**config.mk**
```make
export PLATFORM = sky130hd
export DESIGN_NAME = serial_addsub_ctrl_311
export DESIGN_NICKNAME = d
export VERILOG_FILES = /design/src/rtl/serial_addsub_ctrl_311.sv
export SDC_FILE = /design/constraint.sdc
export NUM_CORES = 1
export LEC_CHECK = 0
export ABC_AREA = 0
export CORE_ASPECT_RATIO = 0.75
export CORE_MARGIN = 5
export CORE_UTILIZATION = 45
export CTS_CLUSTER_DIAMETER = 60
export DETAILED_ROUTE_END_ITERATION = 8
export PLACE_DENSITY_LB_ADDON = 0.08
export SYNTH_ARGS = -nofsm -noshare
export SYNTH_HDL_FRONTEND = slang
export SYNTH_SLANG_ARGS = --single-unit
```
**constraint.sdc**
```tcl
create_clock -name clk -period 1.2 [get_ports clk]
set_input_delay 0.36 -clock clk [delete_from_list [all_inputs] [get_ports clk]]
set_output_delay 0.36 -clock clk [all_outputs]
set_load 0.005 [all_outputs]
```
**src/rtl/serial_addsub_ctrl_311.sv**
```systemverilog
// serial_addsub_ctrl_311
//   Bit-serial adder/subtractor. A single 1-bit full-adder cell is reused once
//   per RUN cycle, so one operation takes WIDTH cycles in RUN, one in DONE,
//   and the done pulse follows in the first IDLE cycle after DONE.
//
// Ports
//   clk   : clock, all state updates on the rising edge
//   rst   : synchronous active-high reset
//   start : operation request, only looked at in IDLE
//   sub   : 0 = a + b, 1 = a - b (captured with start)
//   a, b  : WIDTH-bit operands (captured with start)
//   busy  : high while the FSM is in RUN
//   done  : one-cycle completion pulse (registered from the DONE state)
//   sum   : result register; shows partial shift contents while busy
//   cout  : final carry out (subtract: 1 = no borrow)
//   ovf   : two's-complement overflow flag
module serial_addsub_ctrl_311 #(
  parameter int WIDTH = 8
) (
  input  logic             clk,
  input  logic             rst,
  input  logic             start,
  input  logic             sub,
  input  logic [WIDTH-1:0] a,
  input  logic [WIDTH-1:0] b,
  output logic             busy,
  output logic             done,
  output logic [WIDTH-1:0] sum,
  output logic             cout,
  output logic             ovf
);

  localparam int CW = $clog2(WIDTH);
  localparam logic [CW-1:0] LAST_BIT = CW'(WIDTH - 1);

  localparam logic [1:0] S_IDLE = 2'd0;
  localparam logic [1:0] S_RUN  = 2'd1;
  localparam logic [1:0] S_DONE = 2'd2;

  logic [1:0]       state_q, state_d;
  logic [WIDTH-1:0] a_sh_q, a_sh_d;
  logic [WIDTH-1:0] b_sh_q, b_sh_d;
  logic [WIDTH-1:0] sum_q, sum_d;
  logic [CW-1:0]    count_q, count_d;
  logic             carry_q, carry_d;
  logic             cout_q, cout_d;
  logic             ovf_q, ovf_d;
  logic             done_q, done_d;

  // Shared full-adder cell: two half adders plus an OR.
  logic ha1_s, ha1_c, ha2_c, fa_s, fa_c;

  always_comb begin
    ha1_s = a_sh_q[0] ^ b_sh_q[0];
    ha1_c = a_sh_q[0] & b_sh_q[0];
    fa_s  = ha1_s ^ carry_q;
    ha2_c = ha1_s & carry_q;
    fa_c  = ha1_c | ha2_c;
  end

  always_comb begin
    state_d = state_q;
    a_sh_d  = a_sh_q;
    b_sh_d  = b_sh_q;
    sum_d   = sum_q;
    count_d = count_q;
    carry_d = carry_q;
    cout_d  = cout_q;
    ovf_d   = ovf_q;
    // done is a registered image of the DONE state, so it lands one cycle
    // after DONE, while the FSM is already back in IDLE.
    done_d  = (state_q == S_DONE);

    case (state_q)
      S_IDLE: begin
        if (start) begin
          // Subtraction is a + ~b + 1: invert b and seed the carry with 1.
          a_sh_d  = a;
          b_sh_d  = sub ? ~b : b;
          carry_d = sub;
          count_d = '0;
          state_d = S_RUN;
        end
      end
      S_RUN: begin
        a_sh_d  = a_sh_q >> 1;
        b_sh_d  = b_sh_q >> 1;
        sum_d   = {fa_s, sum_q[WIDTH-1:1]};
        carry_d = fa_c;
        if (count_q == LAST_BIT) begin
          // carry_q is the carry into the MSB at this point.
          cout_d  = fa_c;
          ovf_d   = carry_q ^ fa_c;
          state_d = S_DONE;
        end else begin
          count_d = count_q + CW'(1);
        end
      end
      S_DONE: begin
        state_d = S_IDLE;
      end
      default: begin
        state_d = S_IDLE;
      end
    endcase
  end

  always_ff @(posedge clk) begin
    if (rst) begin
      state_q <= S_IDLE;
      a_sh_q  <= '0;
      b_sh_q  <= '0;
      sum_q   <= '0;
      count_q <= '0;
      carry_q <= 1'b0;
      cout_q  <= 1'b0;
      ovf_q   <= 1'b0;
      done_q  <= 1'b0;
    end else begin
      state_q <= state_d;
      a_sh_q  <= a_sh_d;
      b_sh_q  <= b_sh_d;
      sum_q   <= sum_d;
      count_q <= count_d;
      carry_q <= carry_d;
      cout_q  <= cout_d;
      ovf_q   <= ovf_d;
      done_q  <= done_d;
    end
  end

  assign busy = (state_q == S_RUN);
  assign done = done_q;
  assign sum  = sum_q;
  assign cout = cout_q;
  assign ovf  = ovf_q;

endmodule
```
==> impl_results.md <==
- Total track usage: 16.4%
- Critical Path Sink Type: output port
- Clock Skew: 0.00668 ns
- Area share of fa/ha/maj cells after synthesis: 3.04%
- Synth Area in Simple Gates: 17.0%
- Crit Path Max Fanout: 2
- Cell Area, Synth: 1480 sq um
- Initial Util: 46.0%
- Worst path slowest cell: dfxtp_2
- Via count: 1264
- Die height: 59.7 um
- Met3 Usage GRT: 8.13%
- Clock Latency Late Sink: 0.28 ns
- Hold_ws: 0.450 ns
- Failing checks: negative setup slack
- Post-synth net total: 181
- MaxCap Viol Count: 0
- Clock power share: 31.9%
- Total Wirelength: 3430 um
- Peak supply drop: 0.000775 V
- Switching power: 0.649 mW
- Ant diodes: 0
- Mux cell area share after synthesis: 5.41%
- Routed vias/inst: 5.10
- Die ar.: 4550 sq um
- GRT Residual Overflow: 0
- Type of origin of the critical path: flop
- Placeable Area: 3220 sq um
- TritonCTS Buffers: 5
- Buffers on Ports: 31
- Compound-Gate Fraction of Synth Area: 18.1%
- Fmax: 783 MHz
- Worst Path Arrival: 0.92 ns
- Critical Path RT: 0.84 ns
- Min-delay worst type: flop to flop
- Initial antenna violation count: 0
- Hold Violations, Final: 0
- Library cells used by synthesis: 30
- Row cnt: 18
- Layout area overhead: 46.6%
- RSZ-0062 raised after global routing: yes
- CTS tree: done
- Yosys reg bits: 33
- Sink Count: 33
- Period utilisation layout: 106%
- Clk pin slew, worst setup/hold paths: 0.06 ns
- Crit path buf inv count: 2
- Pre-CTS setup slack: -0.566 ns
- Final setup fails: 3
- Setup ws final: -0.0779 ns
- Sequential share of the synthesized area: 44.6%
- PwrDens: 1140 nW/um^2
- CTS Hold Buffers Added: 0
- Largest stage delay, worst path: 0.35 ns
- Synth Area in XOR/XNOR: 5.32%
- Critical path's top delay family: flip-flops
- Relative slew slack: 78.9%
- Num ports: 32
- Lkg Pwr: 0.856 nW
- Wirelength per Cell: 13.8 um
- Routed Antenna Nets: 0
- Slew Viols, Final: 0
- HPWL after DPL: 2320 um
- Cell area after layout: 2170 sq um
- Final GP Congestion: 0.736
- Largest family of logic cells by synthesized area: compound AO/OA/AOI/OAI gates
- Number of global-route vias before repair: 1242
- Sw Ratio: 26.2%
- Busiest grt layer: met2
- Synth warnings: 0
- FILL cells: 260
- Maximum buffer depth of the clock tree: 2
- Drt pass-1 iters: 4
- Final Critical Period: 1.28 ns
- Layout cell share with drive strength beyond 1: 34.1%
- Met2 GRT Util: 25.9%
- Worst Tran Pin Value: 0.314 ns
- Critical path cell sequence: nand2b_4, inv_2, buf_6
- DRC: 0
- Layout Utilization: 67.4%
- CTS H-Tree Depth: 2
- Met1 Resource Use GR: 20.7%
- Crit Path Category: flop to output port
- Outcome: finished, violations left
- Combinational power share: 19.3%
- First-pass GRT wire length: 5800 um
- Reg power frac: 48.7%
- Nets: 230
- Pin count of the biggest net entering global routing: 34
- Initial detailed-routing violation count: 99
- Overall Power: 2.48 mW
- Cells after Synth: 158
- Die width: 76.3 um
- Placed cell areas: 1930 sq um
- P_int: 1.83 mW
- Root Driver: clkbuf_8
- Syn_area_per_cell: 9.38 sq um
stage by stage:
step	TNS (ns)	std cells
finish	-0.126	248
global route	-1.05	248
CTS	-0.315	245
detailed placement	-10.96	236
global placement	-9.59	236
floorplan	-0.0492	158
cell usage in the layout (no fill, tap or decap), types with 3 or more instances in the layout:
| cell | n |
|---|---|
| nor2_1 | 23 |
| dfxtp_1 | 21 |
| nand2_1 | 19 |
| clkdlybuf4s50_1 | 16 |
| buf_4 | 14 |
| a21oi_1 | 11 |
| dfxtp_2 | 11 |
| xnor2_1 | 9 |
| mux2i_1 | 8 |
| a211oi_1 | 8 |
| clkbuf_2 | 8 |
| a2111oi_2 | 6 |
| clkbuf_8 | 5 |
| buf_6 | 5 |
| buf_12 | 4 |
| nand2b_1 | 3 |
| o21ai_1 | 3 |
| clkbuf_1 | 3 |
worst min-delay path, delay by kind of cell (launching register included):
kind | cells | cell delay (ns)
compound gates | 1 | 0.05
flops | 1 | 0.31
simple gates | 1 | 0.05
final timing paths:
check                          startpoint                      end  slack [ns]  cells past startpoint
setup / recovery  state_q[1]$_SDFFE_PP0P_                     busy       -0.08                      3
hold / removal        sum[0]$_SDFFE_PP0N_      sum[0]$_SDFFE_PP0N_        0.45                      2
setup reg to reg  count_q[1]$_SDFFE_PP0P_  count_q[0]$_SDFFE_PP0P_       -0.04                      5
hold reg to reg       sum[0]$_SDFFE_PP0N_      sum[0]$_SDFFE_PP0N_        0.45                      2
area by class of cell:
class                           count  area [sq um]  share of cell area, %
Clock buffer                        8          80.1                   3.69
Inverter                            3          11.3                  0.518
Multi-Input combinational cell    111           855                   39.3
Sequential cell                    33           678                   31.2
Tap cell                           40          50.0                   2.30
Timing Repair Buffer               53           498                   22.9
logic make-up (layout without fill, tap and decap cells):
family                   count (synthesis)  after routing
buffers and inverters                   14             64
multiplexers                             8              8
adder cells (fa/ha/maj)                  3              3
XOR/XNOR                                 9              9
flip-flops                              33             33
AND/OR/NAND/NOR                         56             56
AO/OA/AOI/OAI                           35             35
Yosys cell counts:
cell / count / area share, %
nand3_1: 1 / 0.34
o21ai_0: 4 / 1.4
and2b_4: 1 / 0.68
mux2i_1: 8 / 5.4
xnor2_1: 9 / 5.3
buf_12: 1 / 1.4
buf_2: 2 / 0.68
a211oi_1: 8 / 4.1
a2111oi_2: 5 / 5.1
o31ai_1: 1 / 0.51
nand3b_1: 1 / 0.51
nand2_1: 19 / 4.8
clkbuf_1: 4 / 1.0
buf_6: 3 / 2.3
dfxtp_1: 33 / 45
nor2b_1: 1 / 0.42
inv_1: 3 / 0.76
nor3b_1: 1 / 0.51
ha_1: 2 / 1.7
nor3_1: 1 / 0.34
fa_1: 1 / 1.4
a2111oi_0: 3 / 1.8
nor4b_1: 1 / 0.59
o21ba_2: 1 / 0.68
buf_4: 1 / 0.51
a311oi_1: 1 / 0.59
nor2b_2: 1 / 0.59
nor2_1: 24 / 6.1
a21oi_1: 12 / 4.1
nand2b_1: 5 / 2.1
per-layer routing:
metal,vias up,part of all wire [%],routed length (um)
met4,0,0.73,25
met1,588,46,1600
met5,-,0,0
li1,644,-,-
met3,3,6.1,209
met2,29,47,1600
power groups by stage:
| stage | clock (mW) | sequential, mW | combinational (mW) |
|---|---|---|---|
| after global placement | 0 | 1.23 | 0.398 |
| after global routing | 0.860 | 1.22 | 0.529 |
| after detailed placement | 0 | 1.23 | 0.412 |
| after floorplan | 0 | 1.22 | 0.270 |
| after CTS | 0.814 | 1.21 | 0.436 |
| final | 0.793 | 1.21 | 0.479 |
flip-flops by register name, indices dropped and copies added (netlist names):
| register | cells |
|---|---|
| a_sh_q | 8 |
| b_sh_q | 8 |
| carry_q | 1 |
| count_q | 3 |
| cout | 1 |
| done | 1 |
| ovf | 1 |
| state_q | 2 |
| sum | 8 |
repair_timing:
item	4_1_cts	5_1_grt
resized for setup	53	29
endpoints found under the hold margin	0	0
endpoints found under the setup margin	35	35
pin swaps	8	10
setup buffers	2	3
Power figures use the tool's default switching activity.
